===== src/rtl/wash_cycle_sequencer_pkg.sv =====
// Shared wash-program definitions: state codes, actuator bundle and its per-state decode.
// Used by the sequencer, the panel and the testbench.
package wash_cycle_sequencer_pkg;

  localparam int unsigned PHASE_W = 4;

  typedef enum logic [PHASE_W-1:0] {
    ST_IDLE   = 4'd0,
    ST_FILL   = 4'd1,
    ST_WASH   = 4'd2,
    ST_DRAIN  = 4'd3,
    ST_RFILL  = 4'd4,
    ST_RINSE  = 4'd5,
    ST_RDRAIN = 4'd6,
    ST_SPIN   = 4'd7,
    ST_DONE   = 4'd8,
    ST_PAUSE  = 4'd9
  } state_e;

  typedef struct packed {
    logic water;
    logic agitator;
    logic motor;
    logic pump;
    logic speed;
  } act_t;

  function automatic act_t act_decode(state_e s);
    act_t a;
    a = '0;
    case (s)
      ST_FILL, ST_RFILL:   a.water = 1'b1;
      ST_WASH, ST_RINSE: begin
        a.agitator = 1'b1;
        a.motor    = 1'b1;
      end
      ST_DRAIN, ST_RDRAIN: a.pump = 1'b1;
      ST_SPIN: begin
        a.pump  = 1'b1;
        a.motor = 1'b1;
        a.speed = 1'b1;
      end
      default:             a = '0;
    endcase
    return a;
  endfunction

  // Phases an abort request may cut short; later phases already end in a drain.
  function automatic logic is_abortable(state_e s);
    return (s == ST_FILL) || (s == ST_WASH) || (s == ST_DRAIN) ||
           (s == ST_RFILL) || (s == ST_RINSE);
  endfunction

  function automatic logic is_busy(state_e s);
    return (s != ST_IDLE) && (s != ST_DONE);
  endfunction

endpackage


===== src/rtl/wash_cycle_sequencer_if.sv =====
// Front-panel inputs and actuator outputs of the wash sequencer.
interface wash_cycle_sequencer_if;
  import wash_cycle_sequencer_pkg::*;

  logic               door;
  logic               start;
  logic [1:0]         load;
  logic               abort;
  logic               water;
  logic               agitator;
  logic               motor;
  logic               pump;
  logic               speed;
  logic               busy;
  logic               done;
  logic [PHASE_W-1:0] phase;

  modport master (
    output door, start, load, abort,
    input  water, agitator, motor, pump, speed, busy, done, phase
  );

  modport slave (
    input  door, start, load, abort,
    output water, agitator, motor, pump, speed, busy, done, phase
  );
endinterface


===== src/rtl/wash_cycle_sequencer_phase_timer.sv =====
// Phase down-counter: loaded on phase entry, decremented per active cycle.
module wash_cycle_sequencer_phase_timer #(
  parameter int unsigned TW = 8
) (
  input  logic          clk,
  input  logic          rst,
  input  logic          load_en,
  input  logic [TW-1:0] load_val,
  input  logic          dec_en,
  output logic          last
);

  logic [TW-1:0] r_count;

  always_ff @(posedge clk) begin
    if (rst) begin
      r_count <= '0;
    end else if (load_en) begin
      r_count <= load_val;
    end else if (dec_en && (r_count != '0)) begin
      r_count <= r_count - TW'(1);
    end
  end

  assign last = (r_count == TW'(1));

endmodule


===== src/rtl/wash_cycle_sequencer.sv =====
// Wash-program sequencer: phase FSM with door pause, abort-to-drain and load-scaled durations.
module wash_cycle_sequencer
  import wash_cycle_sequencer_pkg::*;
#(
  parameter int unsigned FILL_CYC  = 2,
  parameter int unsigned WASH_CYC  = 4,
  parameter int unsigned DRAIN_CYC = 3,
  parameter int unsigned SPIN_CYC  = 2,
  parameter int unsigned TW        = 8
) (
  input  logic                  clk,
  input  logic                  rst,
  wash_cycle_sequencer_if.slave bus
);

  localparam int unsigned TMAX = (32'd1 << TW) - 32'd1;

  // Largest load (3) must fit every scaled duration in the timer.
  if ((TW == 0) || (FILL_CYC == 0) || (WASH_CYC == 0) || (DRAIN_CYC == 0) || (SPIN_CYC == 0) ||
      (FILL_CYC * 3 > TMAX) || (WASH_CYC * 3 > TMAX) ||
      (DRAIN_CYC > TMAX) || (SPIN_CYC * 3 > TMAX)) begin : g_tw_check
    $error("wash_cycle_sequencer: phase durations must be nonzero and fit in TW bits");
  end

  state_e             r_state;
  state_e             w_next;
  state_e             r_resume;
  state_e             w_resume_d;
  state_e             w_succ;
  logic               r_abort_pend;
  logic               w_abort_pend_d;
  logic               r_skip_spin;
  logic               w_skip_spin_d;
  logic [1:0]         r_load_q;
  logic [1:0]         w_load_q_d;
  logic               w_tload;
  logic               w_tdec;
  logic [TW-1:0]      w_tval;
  logic [TW-1:0]      w_succ_dur;
  logic               w_last;
  act_t               r_act;
  logic               r_busy;
  logic               r_done;
  logic [PHASE_W-1:0] r_phase;

  function automatic logic [TW-1:0] dur_of(state_e s, logic [1:0] ld);
    logic [TW-1:0] d;
    d = '0;
    case (s)
      ST_FILL, ST_RFILL:   d = TW'(FILL_CYC * 32'(ld));
      ST_WASH:             d = TW'(WASH_CYC * 32'(ld));
      ST_RINSE:            d = TW'(WASH_CYC);
      ST_DRAIN, ST_RDRAIN: d = TW'(DRAIN_CYC);
      ST_SPIN:             d = TW'(SPIN_CYC * 32'(ld));
      default:             d = '0;
    endcase
    return d;
  endfunction

  wash_cycle_sequencer_phase_timer #(
    .TW(TW)
  ) u_timer (
    .clk      (clk),
    .rst      (rst),
    .load_en  (w_tload),
    .load_val (w_tval),
    .dec_en   (w_tdec),
    .last     (w_last)
  );

  // Normal successor of each active phase; an aborted program skips SPIN.
  always_comb begin
    w_succ = ST_IDLE;
    case (r_state)
      ST_FILL:   w_succ = ST_WASH;
      ST_WASH:   w_succ = ST_DRAIN;
      ST_DRAIN:  w_succ = ST_RFILL;
      ST_RFILL:  w_succ = ST_RINSE;
      ST_RINSE:  w_succ = ST_RDRAIN;
      ST_RDRAIN: w_succ = r_skip_spin ? ST_DONE : ST_SPIN;
      ST_SPIN:   w_succ = ST_DONE;
      default:   w_succ = ST_IDLE;
    endcase
  end

  assign w_succ_dur = dur_of(w_succ, r_load_q);

  always_ff @(posedge clk) begin
    if (rst) begin
      r_state      <= ST_IDLE;
      r_resume     <= ST_IDLE;
      r_abort_pend <= 1'b0;
      r_skip_spin  <= 1'b0;
      r_load_q     <= 2'd0;
    end else begin
      r_state      <= w_next;
      r_resume     <= w_resume_d;
      r_abort_pend <= w_abort_pend_d;
      r_skip_spin  <= w_skip_spin_d;
      r_load_q     <= w_load_q_d;
    end
  end

  // Next state, timer control and held-phase bookkeeping; door > abort > expiry.
  always_comb begin
    w_next         = r_state;
    w_resume_d     = r_resume;
    w_abort_pend_d = r_abort_pend;
    w_skip_spin_d  = r_skip_spin;
    w_load_q_d     = r_load_q;
    w_tload        = 1'b0;
    w_tdec         = 1'b0;
    w_tval         = '0;
    case (r_state)
      ST_IDLE: begin
        if (bus.start && !bus.door && (bus.load != 2'd0)) begin
          w_next        = ST_FILL;
          w_load_q_d    = bus.load;
          w_skip_spin_d = 1'b0;
          w_tload       = 1'b1;
          w_tval        = dur_of(ST_FILL, bus.load);
        end
      end
      ST_DONE: begin
        w_next        = ST_IDLE;
        w_skip_spin_d = 1'b0;
      end
      ST_PAUSE: begin
        if (!bus.door) begin
          w_abort_pend_d = 1'b0;
          if ((r_abort_pend || bus.abort) && (r_resume != ST_DONE)) begin
            w_next        = ST_RDRAIN;
            w_skip_spin_d = 1'b1;
            w_tload       = 1'b1;
            w_tval        = dur_of(ST_RDRAIN, r_load_q);
          end else begin
            w_next = r_resume;
          end
        end else if (bus.abort) begin
          w_abort_pend_d = 1'b1;
        end
      end
      ST_FILL, ST_WASH, ST_DRAIN, ST_RFILL, ST_RINSE, ST_RDRAIN, ST_SPIN: begin
        if (bus.door) begin
          // The cycle that saw the door was still active, so it is counted.
          w_next = ST_PAUSE;
          if (w_last) begin
            w_resume_d = w_succ;
            w_tload    = 1'b1;
            w_tval     = w_succ_dur;
          end else begin
            w_resume_d = r_state;
            w_tdec     = 1'b1;
          end
        end else if (bus.abort && is_abortable(r_state)) begin
          w_next        = ST_RDRAIN;
          w_skip_spin_d = 1'b1;
          w_tload       = 1'b1;
          w_tval        = dur_of(ST_RDRAIN, r_load_q);
        end else if (w_last) begin
          w_next  = w_succ;
          w_tload = 1'b1;
          w_tval  = w_succ_dur;
        end else begin
          w_tdec = 1'b1;
        end
      end
      default: w_next = ST_IDLE;
    endcase
  end

  // Outputs registered from the next state so they track the state register exactly.
  always_ff @(posedge clk) begin
    if (rst) begin
      r_act   <= '0;
      r_busy  <= 1'b0;
      r_done  <= 1'b0;
      r_phase <= '0;
    end else begin
      r_act   <= act_decode(w_next);
      r_busy  <= is_busy(w_next);
      r_done  <= (w_next == ST_DONE);
      r_phase <= w_next;
    end
  end

  assign bus.water    = r_act.water;
  assign bus.agitator = r_act.agitator;
  assign bus.motor    = r_act.motor;
  assign bus.pump     = r_act.pump;
  assign bus.speed    = r_act.speed;
  assign bus.busy     = r_busy;
  assign bus.done     = r_done;
  assign bus.phase    = r_phase;

endmodule

===== src/flat_wrapper.sv =====
// flat-port wrapper written by rule: the top's interface ports become plain ports
module wash_cycle_sequencer_flat import wash_cycle_sequencer_pkg::*;
#(
  parameter int unsigned FILL_CYC  = 2,
  parameter int unsigned WASH_CYC  = 4,
  parameter int unsigned DRAIN_CYC = 3,
  parameter int unsigned SPIN_CYC  = 2,
  parameter int unsigned TW        = 8
)
  (clk, rst, bus_door, bus_start, bus_load, bus_abort, bus_water, bus_agitator, bus_motor, bus_pump, bus_speed, bus_busy, bus_done, bus_phase);
  wash_cycle_sequencer_if bus_i ();
  input  logic clk;
  input  logic rst;
  input wire logic [$bits(bus_i.door)-1:0] bus_door;
  input wire logic [$bits(bus_i.start)-1:0] bus_start;
  input wire logic [$bits(bus_i.load)-1:0] bus_load;
  input wire logic [$bits(bus_i.abort)-1:0] bus_abort;
  output wire logic [$bits(bus_i.water)-1:0] bus_water;
  output wire logic [$bits(bus_i.agitator)-1:0] bus_agitator;
  output wire logic [$bits(bus_i.motor)-1:0] bus_motor;
  output wire logic [$bits(bus_i.pump)-1:0] bus_pump;
  output wire logic [$bits(bus_i.speed)-1:0] bus_speed;
  output wire logic [$bits(bus_i.busy)-1:0] bus_busy;
  output wire logic [$bits(bus_i.done)-1:0] bus_done;
  output wire logic [$bits(bus_i.phase)-1:0] bus_phase;
  assign bus_i.door = bus_door;
  assign bus_i.start = bus_start;
  assign bus_i.load = bus_load;
  assign bus_i.abort = bus_abort;
  assign bus_water = bus_i.water;
  assign bus_agitator = bus_i.agitator;
  assign bus_motor = bus_i.motor;
  assign bus_pump = bus_i.pump;
  assign bus_speed = bus_i.speed;
  assign bus_busy = bus_i.busy;
  assign bus_done = bus_i.done;
  assign bus_phase = bus_i.phase;
  wash_cycle_sequencer #(.FILL_CYC(FILL_CYC), .WASH_CYC(WASH_CYC), .DRAIN_CYC(DRAIN_CYC), .SPIN_CYC(SPIN_CYC), .TW(TW)) u_core (.clk(clk), .rst(rst), .bus(bus_i));
endmodule

===== config.mk =====
export PLATFORM = sky130hd
export DESIGN_NAME = wash_cycle_sequencer_flat
export DESIGN_NICKNAME = d
export VERILOG_FILES = /design/src/rtl/wash_cycle_sequencer_pkg.sv /design/src/rtl/wash_cycle_sequencer_if.sv /design/src/rtl/wash_cycle_sequencer_phase_timer.sv /design/src/rtl/wash_cycle_sequencer.sv /design/src/flat_wrapper.sv
export SDC_FILE = /design/constraint.sdc
export NUM_CORES = 1
export LEC_CHECK = 0
export ABC_CLOCK_PERIOD_IN_PS = 2600
export BUFFER_PORTS_ARGS = -buffer_cell sky130_fd_sc_hd__buf_4
export CORE_AREA = 2 2 84 86
export CTS_CLUSTER_SIZE = 10
export DETAILED_ROUTE_END_ITERATION = 10
export DIE_AREA = 0 0 86 88
export SYNTH_ARGS = -nofsm -noshare
export SYNTH_HDL_FRONTEND = slang
export SYNTH_HIERARCHICAL = 1
export SYNTH_SLANG_ARGS = --single-unit
export TNS_END_PERCENT = 30

===== constraint.sdc =====
create_clock -name clk -period 2.6 [get_ports clk]
set_input_delay 0.26 -clock clk [delete_from_list [all_inputs] [get_ports clk]]
set_output_delay 0.26 -clock clk [all_outputs]
set_load 0.02 [all_outputs]

==> results by group <==
Drt
  • DRT Pass-1 Iters: 5
  • Via-to-Cell Ratio: 5.67
  • Post-DR wirelength/cell: 15.0 um
  • Post-Route WL: 5.11 mm
  • Detail Route Antenna Nets: 0
  • Starting DRT DRC Count: 167
  • DRC Markers: 0
  • Detailed-route via count: 1933

Status
  • Status: completed

Finish
  • Area Overhead vs Synth: 16.5%
  • ANT cells: 0
  • Post-layout instance count excluding filler cells: 341
  • Commonest non-fill, non-tap cell in the layout: buf_4
  • Highest-count cells in the layout ignoring fill and taps: buf_4, dfxtp_1, nor2_1
  • Nets@finish: 272
  • Design area: 2240 sq um
  • Ratio of cells with drive above 1 in the final layout: 21.1%

STA
  • Fin. Hold Viols: 0
  • Post-Route Setup TNS: 0 ps
  • Final setup viols: 0
  • Relative slew margins: 49.1%
  • Post-route clock period utilization: 94.5%
  • Worst Tran Pin Value: 754 ps
  • Final setup margin: 143 ps
  • Maximum clock rate: 407 MHz
  • Clock skew: 4.92 ps
  • RSZ-0062 raised after global routing: false
  • Tmin final: 2460 ps
  • Final max-slew violation count: 0

Setup path
  • CP cell instances: or3_1, nor3_1, and3_2, nand4b_1, a21boi_0, o311a_2, and3_4, and3_1
  • Required time of the critical path: 2780 ps
  • Crit path kind: register to register
  • CP bufs+invs: 0
  • Critical path launch point type: register
  • Arr. time, crit path: 2640 ps
  • Reg2reg setup slack: 140 ps
  • CP delay by family, top: simple AND/OR/NAND/NOR gates
  • Critical path's slowest cell: o311a_2
  • Max incr delay on CP: 420 ps
  • Crit end category: register
  • Reg2reg start: u_core/u_timer/r_count[3]
  • Worst-path fanout max: 9
  • Reg-to-reg endpoint: u_core/bus.done
  • R2R depth: 8

Worst hold path
  • Worst hold path startpoint: bus_door
  • Worst Hold Class: primary input to register
  • Hold EP: u_core/bus.phase[1]
  • Hold Path Stages: 2

Placed design
  • Placed insts: 337
  • Port bufs: 17
  • Placed Area: 2180 sq um
  • DPL Wire Length: 3.74 mm
  • Dpl ws: 69.8 ps
  • Global placement routability congestion: 0.880

Run
  • Max-Cap Viols: 0

Yosys
  • Synth warn: 6
  • Post-synthesis simple-gate area fraction: 34.1%
  • Largest family of logic cells by synthesized area: simple AND/OR/NAND/NOR gates
  • Complex-gate fraction of the synthesized area: 27.3%
  • Mapped Avg Cell Area: 8.04 sq um
  • Syn Inst Count: 239
  • Yosys reg bits: 27
  • Top FF cell, synth: dfxtp_1
  • Ys async rst share: 0%
  • Post-synth EDFFs: 0
  • Multiplexer share of the synthesized area: 0.521%
  • Post-synthesis adder-cell area fraction: 1.95%
  • Cell variety after synth: 68
  • Xor and xnor area share after synthesis: 0.456%
  • Post-Syn Area: 1920 sq um
  • Sequential area share after synthesis: 28.1%

Clocking
  • CTS root buffer: clkbuf_8
  • Clk_lat worst skew: 280 ps
  • Worst-path clk slew: 100 ps
  • Max H-tree Level: 1
  • CTS tree: done
  • CTS sink count: 27
  • Post-cts sizing count: 0
  • Clock buffer depth: 2
  • CTS buffer count: 3
  • Post-CTS setup buffer count: 0
  • Cts hold-fix bufs: 0

Floorplan
  • Site row count: 30
  • Starting density of the core: 28.9%
  • Die area: 7570 sq um
  • Core Box Area: 6640 sq um
  • Die H: 88 um
  • Top-Level Pins: 18
  • Die width: 86 um

Global routing
  • Gr ovfl total: 0
  • Largest net degree at the start of global routing: 27
  • Vias in the first global route: 1750
  • Total GRT Usage: 13.5%
  • Initial antenna violation count: 0
  • Global-route wire length before repair: 8.35 mm

Power and ir drop
  • PwrDens: 537 nW/um^2
  • LEAKAGE: 0.837 nW
  • Worst IR Drop VDD: 0.208 mV
-- final cells by class --
class	count	area, sq um
Timing Repair Buffer	30	238
Fill cell	679	4410
Sequential cell	27	541
Inverter	12	45.0
Clock buffer	3	41.3
Clock inverter	1	7.51
Tap cell	80	100
Multi-Input combinational cell	188	1270
-- metrics by stage --
stage	total power, mW	hold WS [ps]	utilization, %
3_3_place_gp	0.952	482	32.7
3_5_place_dp	0.946	485	32.7
6_report	1.20	281	33.7
5_1_grt	1.29	290	33.7
2_1_floorplan	0.823	337	-
4_1_cts	1.21	273	33.5
-- report_power, final --
group	internal, mW	switching (mW)
Combinational	0.191	0.261
Clock	0.109	0.144
Sequential	0.453	0.0463
-- flip-flops by register name, indices dropped and copies added, names as in the netlist --
register / flops
u_core/r_skip_spin: 1
u_core/r_resume: 4
u_core/bus.phase: 4
u_core/bus.speed: 1
u_core/bus.pump: 1
u_core/bus.agitator: 1
u_core/bus.water: 1
u_core/bus.motor: 1
u_core/bus.done: 1
u_core/r_abort_pend: 1
u_core/r_load_q: 2
u_core/u_timer/r_count: 8
u_core/bus.busy: 1
-- worst max path at each step --
stage | startpoint | end | depth (start not counted)
6_report | u_core/u_timer/r_count[3] | u_core/bus.done | 8
5_1_grt | u_core/u_timer/r_count[3] | u_core/bus.done | 8
4_1_cts | u_core/u_timer/r_count[3] | u_core/bus.done | 8
3_5_place_dp | u_core/u_timer/r_count[3] | u_core/bus.done | 8
3_3_place_gp | u_core/u_timer/r_count[3] | u_core/bus.done | 8
2_1_floorplan | u_core/u_timer/r_count[3] | u_core/bus.done | 10
-- per-layer routing --
layer | global-route usage (%) | part of all wire (%) | up-vias
li1 | - | - | 954
met1 | 18.4 | 48 | 909
met2 | 21.0 | 44 | 62
met3 | 2.64 | 5.8 | 8
met4 | 5.05 | 1.3 | 0
met5 | 0 | 0 | -
-- cells by family after synthesis --
family	after synthesis
DFF	27
and+or+nand+nor	107
xor gates and xnor gates	1
buffers and inverters	27
muxes	1
adders and majority gates	3
AOI/OAI and AO/OA	72
other	1
-- synth_stat cells, types with 4 or more instances --
library cell	count	area (sq um)
and3_1	5	31.3
dfxtp_1	27	541
o21ai_0	11	55.1
nor2_1	24	90.1
or3_1	5	31.3
a21oi_1	18	90.1
or4_1	4	30.0
nand4_1	4	25.0
nand3_1	5	25.0
nand2_1	12	45.0
inv_1	11	41.3
nor3_1	15	75.1
buf_6	4	45.0
a211oi_1	5	37.5
clkbuf_1	5	18.8
No activity file was read; power rests on OpenSTA's default activity.
